==> src/rtl/alu_defs.sv <==
// Shared ALU opcode and sequencer-state definitions, used by both the ALU and
// the control sequencer that drives it.
package alu_defs;

  localparam logic [3:0] OP_IDLE = 4'b0000;
  localparam logic [3:0] OP_SUB  = 4'b0001;
  localparam logic [3:0] OP_MUL  = 4'b0010;
  localparam logic [3:0] OP_DIV  = 4'b0011;
  localparam logic [3:0] OP_SHL  = 4'b0100;
  localparam logic [3:0] OP_SHR  = 4'b0101;
  localparam logic [3:0] OP_ROL  = 4'b0110;
  localparam logic [3:0] OP_ROR  = 4'b0111;
  localparam logic [3:0] OP_AND  = 4'b1000;
  localparam logic [3:0] OP_OR   = 4'b1001;
  localparam logic [3:0] OP_NEG  = 4'b1010;
  localparam logic [3:0] OP_NOT  = 4'b1011;
  localparam logic [3:0] OP_SHRA = 4'b1100;
  localparam logic [3:0] OP_ADD  = 4'b1101;

  typedef enum logic [2:0] {
    S_IDLE = 3'd0,
    S_T0   = 3'd1,
    S_T1   = 3'd2,
    S_T2   = 3'd3,
    S_T3   = 3'd4,
    S_T4   = 3'd5,
    S_DONE = 3'd6
  } state_t;

  // 0000 is reserved as the ALU "hold" code; 1110/1111 are unassigned.
  function automatic logic is_legal_op(input logic [3:0] op);
    return (op != OP_IDLE) && (op != 4'b1110) && (op != 4'b1111);
  endfunction

  function automatic logic is_mul_div(input logic [3:0] op);
    return (op == OP_MUL) || (op == OP_DIV);
  endfunction

endpackage

==> src/rtl/alu_sequencer.sv <==
// Multi-cycle control FSM: Ra->Y, Rb->bus, ALU->Z, Z->Rd (or LO/HI for MUL/DIV).
// All outputs are registers loaded with the decode of the next state.
module alu_sequencer
  import alu_defs::*;
#(
  parameter int REG_BITS = 4,
  parameter int DATA_W   = 32
) (
  input  logic                clock,
  input  logic                clear,
  input  logic                start,
  input  logic [3:0]          op,
  input  logic [REG_BITS-1:0] ra,
  input  logic [REG_BITS-1:0] rb,
  input  logic [REG_BITS-1:0] rd,
  input  logic [DATA_W-1:0]   bus_in,
  output logic                busy,
  output logic                done,
  output logic                err,
  output logic [REG_BITS-1:0] rf_sel,
  output logic                rf_out,
  output logic                rf_in,
  output logic                y_in,
  output logic                z_in,
  output logic                lo_in,
  output logic                hi_in,
  output logic                zlow_out,
  output logic                zhigh_out,
  output logic [3:0]          alu_op
);

  typedef struct packed {
    logic [REG_BITS-1:0] rfSel;
    logic                rfOut;
    logic                rfIn;
    logic                yIn;
    logic                zIn;
    logic                loIn;
    logic                hiIn;
    logic                zlowOut;
    logic                zhighOut;
    logic [3:0]          aluOp;
    logic                busy;
    logic                done;
    logic                err;
  } ctrl_t;

  state_t              state, stateNxt;
  logic [3:0]          opQ, opNxt;
  logic [REG_BITS-1:0] raQ, raNxt, rbQ, rbNxt, rdQ, rdNxt;
  logic                errQ, errNxt;
  ctrl_t               ctrlQ, ctrlNxt;

  // Moore decode; aluOp is non-zero only in T2 so the ALU sees exactly one edge.
  function automatic ctrl_t decode(input state_t s, input logic [3:0] o,
                                   input logic [REG_BITS-1:0] a,
                                   input logic [REG_BITS-1:0] b,
                                   input logic [REG_BITS-1:0] d,
                                   input logic e);
    ctrl_t c;
    c = '0;
    case (s)
      S_T0: begin
        c.rfSel = a; c.rfOut = 1'b1; c.yIn = 1'b1; c.busy = 1'b1;
      end
      S_T1: begin
        c.rfSel = b; c.rfOut = 1'b1; c.busy = 1'b1;
      end
      S_T2: begin
        c.rfSel = b; c.rfOut = 1'b1; c.aluOp = o; c.zIn = 1'b1; c.busy = 1'b1;
      end
      S_T3: begin
        c.zlowOut = 1'b1; c.busy = 1'b1;
        if (is_mul_div(o)) c.loIn = 1'b1;
        else begin
          c.rfSel = d; c.rfIn = 1'b1;
        end
      end
      S_T4: begin
        c.zhighOut = 1'b1; c.hiIn = 1'b1; c.busy = 1'b1;
      end
      S_DONE: begin
        c.done = 1'b1; c.err = e;
      end
      default: ;
    endcase
    return c;
  endfunction

  always_comb begin
    stateNxt = state;
    opNxt    = opQ;
    raNxt    = raQ;
    rbNxt    = rbQ;
    rdNxt    = rdQ;
    errNxt   = errQ;
    case (state)
      S_IDLE: if (start) begin
        opNxt    = op;
        raNxt    = ra;
        rbNxt    = rb;
        rdNxt    = rd;
        errNxt   = !is_legal_op(op);
        stateNxt = is_legal_op(op) ? S_T0 : S_DONE;
      end
      S_T0: stateNxt = S_T1;
      // Rb is on the bus in T1, so a zero divisor is caught before Z is loaded.
      S_T1: begin
        if (opQ == OP_DIV && bus_in == '0) begin
          errNxt   = 1'b1;
          stateNxt = S_DONE;
        end else begin
          stateNxt = S_T2;
        end
      end
      S_T2:    stateNxt = S_T3;
      S_T3:    stateNxt = is_mul_div(opQ) ? S_T4 : S_DONE;
      S_T4:    stateNxt = S_DONE;
      S_DONE:  stateNxt = S_IDLE;
      default: stateNxt = S_IDLE;
    endcase
  end

  always_comb ctrlNxt = decode(stateNxt, opNxt, raNxt, rbNxt, rdNxt, errNxt);

  always_ff @(posedge clock or negedge clear) begin
    if (!clear) begin
      state <= S_IDLE;
      opQ   <= '0;
      raQ   <= '0;
      rbQ   <= '0;
      rdQ   <= '0;
      errQ  <= 1'b0;
      ctrlQ <= '0;
    end else begin
      state <= stateNxt;
      opQ   <= opNxt;
      raQ   <= raNxt;
      rbQ   <= rbNxt;
      rdQ   <= rdNxt;
      errQ  <= errNxt;
      ctrlQ <= ctrlNxt;
    end
  end

  assign rf_sel    = ctrlQ.rfSel;
  assign rf_out    = ctrlQ.rfOut;
  assign rf_in     = ctrlQ.rfIn;
  assign y_in      = ctrlQ.yIn;
  assign z_in      = ctrlQ.zIn;
  assign lo_in     = ctrlQ.loIn;
  assign hi_in     = ctrlQ.hiIn;
  assign zlow_out  = ctrlQ.zlowOut;
  assign zhigh_out = ctrlQ.zhighOut;
  assign alu_op    = ctrlQ.aluOp;
  assign busy      = ctrlQ.busy;
  assign done      = ctrlQ.done;
  assign err       = ctrlQ.err;

endmodule

==> config.mk <==
export PLATFORM = sky130hd
export DESIGN_NAME = alu_sequencer
export DESIGN_NICKNAME = d
export VERILOG_FILES = /design/src/rtl/alu_defs.sv /design/src/rtl/alu_sequencer.sv
export SDC_FILE = /design/constraint.sdc
export NUM_CORES = 1
export LEC_CHECK = 0
export ABC_AREA = 1
export CAP_MARGIN = 30
export CORE_UTILIZATION = 39
export CTS_CLUSTER_SIZE = 10
export DETAILED_ROUTE_END_ITERATION = 8
export GPL_TIMING_DRIVEN = 0
export PLACE_DENSITY = 0.75
export SLEW_MARGIN = 10
export SYNTH_ARGS = -nofsm -noshare
export SYNTH_HDL_FRONTEND = slang
export SYNTH_SLANG_ARGS = --single-unit
==> constraint.sdc <==
create_clock -name clock -period 1.51 [get_ports clock]
set_input_delay 0.3775 -clock clock [delete_from_list [all_inputs] [get_ports clock]]
set_output_delay 0.3775 -clock clock [all_outputs]
set_load 0.02 [all_outputs]
# [Word level (Yosys, flattened, before mapping)]
# Index checks and enable logic that the tools add are counted.
# W data, S select, Z words.
[totals] wordCells=77 output_inout_bits=19 latchBits=0 mem_bits_rw=0 mem_count=0 register_bits=38 in_bits=51 romBits=0
[op_classes] n_eq_ne=17 n_mul=0 bitwise_logic=0 mux=30 n_shift=0 n_reduce_logical=12 order_cmp=0 n_addsub=0 div_mod_pow=0
[ops] operator="$mux W4" count=10
[ops] operator="$logic_not A32 Y1" count=1
[ops] operator="$pmux W3 S6" count=1
[ops] operator="$eq A4 B2 Y1 const B" count=4
[ops] operator="$eq A3 B3 Y1 const B" count=5
[ops] operator="$eq A3 B2 Y1 const B" count=4
[ops] operator="$mux W1" count=12
[ops] operator="$pmux W4 S3" count=1
[ops] operator="$mux W3" count=3
[ops] operator="$ne A4 B4 Y1 const B" count=2
[ops] operator="$eq A3 B1 Y1 const B" count=2
[ops] operator="$reduce_or A5 Y1" count=1
[ops] operator="$mux W2" count=2
[ops] operator="$reduce_bool A4 Y1" count=1
[ops] operator="$logic_and A1 B1 Y1" count=3
[ops] operator="$logic_not A3 Y1" count=1
[ops] operator="$reduce_or A3 Y1" count=1
[ops] operator="$logic_or A1 B1 Y1" count=2
[ops] operator="$pmux W1 S2" count=1
[ops] operator="$reduce_or A2 Y1" count=1
[ops] operator="$logic_not A1 Y1" count=1

# [Longest topological paths before layout]
# Gate-level depths: netlist of run 1.
[logic_depth] word_depth=9 depth_mapped=11 ltp_nobuf=10

# [Worst setup path before layout of run 1]
# No wires, ideal clock.
[synth_timing] path_kind="register -> register" startpoint="register state[2]" endpoint="register ctrlQ, in the netlist rf_sel[0]" n_path_buf=1 synth_period_minus_slack_ps=1446 required_ps=1386 setup_time_ps=124 arrival_ps=1322 path_stages_with_launch=12 path_slack_ps=64 cell_sequence="dfrtp_1 -> nor2_4 -> nand2_2 -> nor2_4 -> buf_6 -> nand2_1 -> o21ai_2 -> nand3_2 -> nand2_1 -> inv_2 -> nand2_1 -> nand3_1"
[synth_rtl] item="start: declaration" line_no="alu_sequencer.sv:48" text="state_t state, stateNxt;"
[synth_rtl] item="start signal: assignment" line_no="alu_sequencer.sv:136" text="state <= stateNxt;"
[synth_rtl] item="end signal: assignment" line_no="alu_sequencer.sv:142" text="ctrlQ <= ctrlNxt;"
[synth_rtl] item="end: declaration" line_no="alu_sequencer.sv:52" text="ctrl_t ctrlQ, ctrlNxt;"

==> flow_metrics.env, run 1 <==
export IMPL_cp_slowest_cell="clkdlybuf4s50_1"
export IMPL_netlist_area_um2=1810
export IMPL_gp_congestion=0.815
export IMPL_firstDrtPassIters=4
export IMPL_yosys_top_cells_area="dfrtp_1, nand2_1, nor2_1, inv_1, nand3_1"
export IMPL_rr_worst_depth=11
export IMPL_wl_met2_mm=2.46
export IMPL_antenna_found_initial=0
export IMPL_critical_path_top_delay_family="buffers and inverters"
export IMPL_stdcell_count=387
export IMPL_max_slew_worst_pin_slew_ns=0.441
export IMPL_drive_above_1_share_pct=21.5
export IMPL_place_inst=359
export IMPL_crit_path_start="start"
export IMPL_drtAntennaViolNets=0
export IMPL_finalSetupViolCount=7
export IMPL_post_drt_via_cell_ratio=4.72
export IMPL_cts_root_buf="clkbuf_8"
export IMPL_leakage_nw=1.64
export IMPL_cts_buffers=5
export IMPL_multi_input_area_um2=850
export IMPL_die_area_um2=4910
export IMPL_wl_mm=4.71
export IMPL_r2r_start="state[2]$_DFF_PN0_"
export IMPL_drc_errors=0
export IMPL_io_pins=70
export IMPL_core_um2=4410
export IMPL_skew_ns=0.00574
export IMPL_crit_required_ns=1.68
export IMPL_clkSlewWorstSetupHoldPaths_ns=0.07
export IMPL_yosysTopAreaCellShare_pct=52.6
export IMPL_syn_area_per_cell_um2=7.62
export IMPL_clock_latency_ns=0.29
export IMPL_dp_slack_ns=-0.609
export IMPL_portBuffers=69
export IMPL_cts_tree="done"
export IMPL_grt_overflow_total=0
export IMPL_synth_edff_count=0
export IMPL_reg2reg_slack_ns=-0.07
export IMPL_period_share_pct=105
export IMPL_setup_worst_path_start_class="input port"
export IMPL_async_flop_share_pct=100
export IMPL_holdWs_ns=0.407
export IMPL_drt_met1_wl_mm=2.00
export IMPL_start_util_pct=40.9
export IMPL_hold_viol=0
export IMPL_fin_tns_setup_ns=-0.430
export IMPL_fmax_ghz=0.629
export IMPL_worstHoldPathType="in2async"
export IMPL_grt_pass1_vias=1788
export IMPL_yosysUniqueCellTypes=22
export IMPL_drv_slew=0
export IMPL_highest_layer="met4"
export IMPL_place_hpwl_mm=3.11
export IMPL_wl_per_cell_um=12.2
export IMPL_finalCriticalPeriod_ns=1.59
export IMPL_critical_path_buf_inv_count=4
export IMPL_post_synth_top_count_cell="nand2_1"
export IMPL_relSlewSlack_pct=70.4
export IMPL_clockBufferDepth=2
export IMPL_synthFlopType="dfrtp_1"
export IMPL_antenna_cells=0
export IMPL_rsz0062_at_grt="true"
export IMPL_failed_checks="negative setup slack"
export IMPL_synth_area_leader_cell="dfrtp_1"
export IMPL_arrival_ns=1.76
export IMPL_die_x_um=70.1
export IMPL_syn_nets=288
export IMPL_critical_path_depth=11
export IMPL_drtIter0Drc=96
export IMPL_endpoint="rf_sel[1]$_DFF_PN0_"
export IMPL_wl_met3_um=225
export IMPL_path_class="in2reg"
export IMPL_worstPathCellList="clkdlybuf4s50_1, inv_2, nor2_4, buf_8, nand2_4, o21ai_2, nand3_2, nand2_1, inv_2, nand2_1, nand3_1"
export IMPL_cp_end_kind="register"
export IMPL_ys_warn_count=0
export IMPL_ys_seq_area_share_pct=52.6
export IMPL_synth_seq_cells=38
export IMPL_synthTopCellsByCount="nand2_1, nor2_1, dfrtp_1"
export IMPL_timing_rr_end="rf_sel[1]$_DFF_PN0_"
export IMPL_fillers=372
export IMPL_status="finished with violations"
export IMPL_h_tree_depth=2
export IMPL_row_count=24
export IMPL_synthCells=237
export IMPL_grt_pass1_wl_mm=7.57
export IMPL_area_growth_pct=62.0
export IMPL_grt_max_degree=38
export IMPL_slowest_delay_ns=0.47
export IMPL_nNetsFinal=386
export IMPL_fin_ws_ns=-0.0790
export IMPL_powerDensity_nw_per_um2=1550
export IMPL_seq_area_um2=952
export IMPL_cts_num_sinks=38
export IMPL_die_h_um=70.1
export IMPL_vias=1827
export IMPL_track_usage_pct=19.6
export IMPL_ir_drop_mv=0.944
export IMPL_maxCapViolCount=0
export IMPL_crit_fanout=8
-- repair_timing --
item	4_1_cts	5_1_grt
buffers inserted	11	9
pin swaps	23	31
hold endpoints to repair	1	0
hold buffers	1	0
endpoints found under the setup margin	27	12
gates resized for setup	50	42
cloned	0	0
-- worst reg2reg max path: cells and delay by family, from the launching register on --
family	cells	cell delay, ns
buffers and inverters	2	0.24
and+or+nand+nor	8	0.73
DFF	1	0.43
AOI/OAI and AO/OA	1	0.08
-- routing by layer --
layer / up-vias / GRT usage (%)
met5: - / 0
met1: 858 / 25.6
met4: 0 / 5.78
met2: 51 / 31.7
li1: 914 / -
met3: 4 / 5.77
-- worst min-delay path by stage --
stage	end	slack [ns]	depth (start not counted)
detailed placement	rf_sel[1]$_DFF_PN0_	0.18	1
global placement	rdQ[2]$_DFF_PN0_	0.45	2
finish	rf_sel[1]$_DFF_PN0_	0.41	2
global route	rf_sel[1]$_DFF_PN0_	0.40	2
floorplan	alu_op[0]$_DFF_PN0_	0.08	0
CTS	rf_sel[1]$_DFF_PN0_	0.39	2
-- power breakdown --
| group | internal [mW] | leakage (nW) | total, mW | switching, mW |
|---|---|---|---|---|
| registers | 1.43 | 0.484 | 1.61 | 0.174 |
| clock network | 0.310 | 0.0438 | 0.649 | 0.339 |
| logic | 0.989 | 1.11 | 2.28 | 1.30 |
-- cell families (layout without fill, tap and decap cells) --
family,count (synthesis),count (layout),share of synthesized area (%)
flops,38,38,52.6
simple gates,162,162,36.6
buf+inv,29,127,6.92
compound gates,8,8,3.81
-- cell type report --
class / instances / area share (%)
Timing Repair Buffer: 91 / 29.0
Sequential cell: 38 / 32.5
Clock inverter: 2 / 0.342
Inverter: 25 / 3.21
Buffer: 4 / 1.28
Tap cell: 52 / 2.22
Clock buffer: 5 / 2.35
Multi-Input combinational cell: 170 / 29.0
-- registers in the layout, indices dropped and copies added (netlist names), 3 cells and up --
signal,count
alu_op,4
opQ,4
state,3
rbQ,4
rdQ,4
rf_sel,4
raQ,4
-- stage by stage --
| step | power [mW] | utilization [%] | cell area (um^2) |
|---|---|---|---|
| finish | 4.54 | 66.3 | 2930 |
| detailed placement | 3.44 | 58.4 | 2580 |
| CTS | 4.17 | 61.9 | 2730 |
| global route | 4.86 | 66.3 | 2930 |
| floorplan | 2.72 | - | 1810 |
| global placement | 3.40 | 58.0 | 2560 |
-- placed cells by master, fill, tap and decap left out, drive strengths merged, types with 3 or more instances in the layout --
master	instances
buf	26
clkbuf	5
clkdlybuf4s50	15
dfrtp	38
dlygate4sd2	39
dlymetal6s2s	13
inv	25
nand2	89
nand3	9
nand4	3
nor2	56
o21ai	5
(Power assumes the default switching activity.)
==> inputs of run 2 (changes only) <==
--- a/config.mk
+++ b/config.mk
@@ -11,6 +11,7 @@
 export CTS_CLUSTER_SIZE = 10
 export DETAILED_ROUTE_END_ITERATION = 8
 export GPL_TIMING_DRIVEN = 0
+export HOLD_SLACK_MARGIN = 0.02
 export PLACE_DENSITY = 0.75
 export SLEW_MARGIN = 10
 export SYNTH_ARGS = -nofsm -noshare
==> results of run 2 <==
Final layout, timing and power as in run 1 (identical DEF).
==> inputs of run 3 (changes only) <==
--- a/config.mk
+++ b/config.mk
@@ -10,7 +10,6 @@
 export CORE_UTILIZATION = 39
 export CTS_CLUSTER_SIZE = 10
 export DETAILED_ROUTE_END_ITERATION = 8
-export GPL_TIMING_DRIVEN = 0
 export HOLD_SLACK_MARGIN = 0.02
 export PLACE_DENSITY = 0.75
 export SLEW_MARGIN = 10
==> run 3 against run 2 <==
  * The flow still finishes with violations (negative setup slack)
  * Final cell count stayed put
  * Cell area is 1.5% lower
  * Die area stayed put
  * First-iteration DRC count is 6.3% lower
  * Utilization is 1.0 points lower
  * Critical path depth is 1 lower
  * Global-route usage is 1.1 points lower
  * Critical path type is now reg2reg
==> flow_metrics.env, run 3 (synthesized netlist as in run 1, its figures left out) <==
export IMPL_rsz0062_at_grt="true"
export IMPL_fin_ws_ns=-0.0112
export IMPL_start_util_pct=40.9
export IMPL_wl_per_cell_um=11.3
export IMPL_drtIter0Drc=90
export IMPL_firstDrtPassIters=4
export IMPL_grt_overflow_total=0
export IMPL_antenna_cells=0
export IMPL_relSlewSlack_pct=75.8
export IMPL_nNetsFinal=385
export IMPL_final_common_cell="nand2_1"
export IMPL_place_hpwl_mm=3.30
export IMPL_finalSetupViolCount=3
export IMPL_max_slew_worst_pin_slew_ns=0.361
export IMPL_io_pins=70
export IMPL_post_drt_via_cell_ratio=4.64
export IMPL_row_count=24
export IMPL_timing_rr_end="rf_sel[3]$_DFF_PN0_"
export IMPL_leakage_nw=1.60
export IMPL_clockBufferDepth=2
export IMPL_grt_pass1_vias=1711
export IMPL_grt_max_degree=39
export IMPL_die_h_um=70.1
export IMPL_track_usage_pct=18.5
export IMPL_r2r_start="state[2]$_DFF_PN0_"
export IMPL_clock_latency_ns=0.29
export IMPL_path_class="reg2reg"
export IMPL_reg2reg_slack_ns=-0.01
export IMPL_placed_cell_area_um2=2720
export IMPL_area_growth_pct=59.5
export IMPL_period_share_pct=101
export IMPL_finalCriticalPeriod_ns=1.52
export IMPL_cts_root_buf="clkbuf_8"
export IMPL_core_um2=4410
export IMPL_clkSlewWorstSetupHoldPaths_ns=0.08
export IMPL_drtAntennaViolNets=0
export IMPL_cp_end_kind="register"
export IMPL_failed_checks="negative setup slack"
export IMPL_vias=1796
export IMPL_gp_congestion=0.814
export IMPL_arrival_ns=1.68
export IMPL_setup_worst_path_start_class="register"
export IMPL_status="finished with violations"
export IMPL_cts_buffers=5
export IMPL_hold_viol=0
export IMPL_portBuffers=69
export IMPL_stdcell_count=387
export IMPL_antenna_found_initial=0
export IMPL_cts_hold_buf=0
export IMPL_skew_ns=0.00739
export IMPL_total_power_mw=4.43
export IMPL_layout_common_cells="nand2_1, nor2_1, dlygate4sd2_1, dfrtp_1, buf_4"
export IMPL_die_area_um2=4910
export IMPL_place_inst=376
export IMPL_powerDensity_nw_per_um2=1540
export IMPL_cts_tree="done"
export IMPL_fillers=392
export IMPL_drive_above_1_share_pct=19.1
export IMPL_ir_drop_mv=0.972
export IMPL_crit_required_ns=1.67
export IMPL_cts_num_sinks=38
export IMPL_h_tree_depth=2
export IMPL_drv_slew=0
export IMPL_rr_worst_depth=10
export IMPL_worstHoldPathType="in2async"
export IMPL_final_area_um2=2880
export IMPL_fmax_ghz=0.657
export IMPL_die_x_um=70.1
export IMPL_drc_errors=0
export IMPL_maxCapViolCount=0
export IMPL_grt_pass1_wl_mm=7.35
export IMPL_wl_mm=4.36
export IMPL_crit_fanout=7
## run 3: critical path, stage by stage (launching register included)
cell,delay (ns)
dfrtp_1,0.41
nor2_4,0.14
nand2_2,0.08
nor2_4,0.19
nand2_1,0.11
o21ai_2,0.09
nand3_2,0.11
nand2_1,0.08
inv_2,0.06
nand2_1,0.05
nand3_1,0.07
## run 3: worst max path at each step
| stage | start | endpoint | slack, ns | cells past startpoint |
|---|---|---|---|---|
| 5_1_grt | state[2]$_DFF_PN0_ | rf_sel[3]$_DFF_PN0_ | -0.12 | 10 |
| 6_report | state[2]$_DFF_PN0_ | rf_sel[3]$_DFF_PN0_ | -0.01 | 10 |
| 3_5_place_dp | bus_in[10] | busy$_DFF_PN0_ | -0.40 | 9 |
| 3_3_place_gp | bus_in[31] | busy$_DFF_PN0_ | -0.34 | 9 |
| 2_1_floorplan | state[2]$_DFF_PN0_ | rf_sel[0]$_DFF_PN0_ | 0.06 | 11 |
| 4_1_cts | start | rf_sel[1]$_DFF_PN0_ | 0.002 | 10 |
## run 3: repair_timing
action	in CTS	in global routing
setup buffers	1	2
endpoints found under the setup margin	26	13
pin swaps	22	18
gates resized for setup	50	27
## run 3: power breakdown
| part | internal (mW) | total (mW) | leakage [nW] | switching [mW] |
|---|---|---|---|---|
| logic | 0.911 | 2.12 | 1.07 | 1.21 |
| registers | 1.43 | 1.60 | 0.484 | 0.168 |
| clock network | 0.368 | 0.713 | 0.0482 | 0.344 |
## run 3: final cells by class
cell class / instances / area (um^2) / share of cell area (%)
timing repair buffer: 94 / 882 / 30.6
clock inverter: 1 / 5.00 / 0.174
inverter: 25 / 96.3 / 3.34
multi-input combinational: 170 / 795 / 27.6
tap: 52 / 65.1 / 2.26
clock buffer: 7 / 86.3 / 3.00
sequential: 38 / 952 / 33.0
## run 3: through the flow
step	setup WS, ns	utilization [%]	hold slack, ns	setup TNS (ns)
6_report	-0.0112	65.3	0.0447	-0.0251
4_1_cts	0.00243	63.5	0.0479	0
2_1_floorplan	0.0640	-	0.0819	0
3_3_place_gp	-0.341	61.5	0.356	-4.90
5_1_grt	-0.121	65.3	0.0518	-0.630
3_5_place_dp	-0.396	61.5	0.357	-5.51
## run 3: layer usage
layer	up-vias	track usage, %	share of wire, %
li1	915	-	-
met1	822	24.1	44
met2	55	32.1	50
met3	4	4.18	5.7
met4	0	3.11	0.57
met5	-	0	0
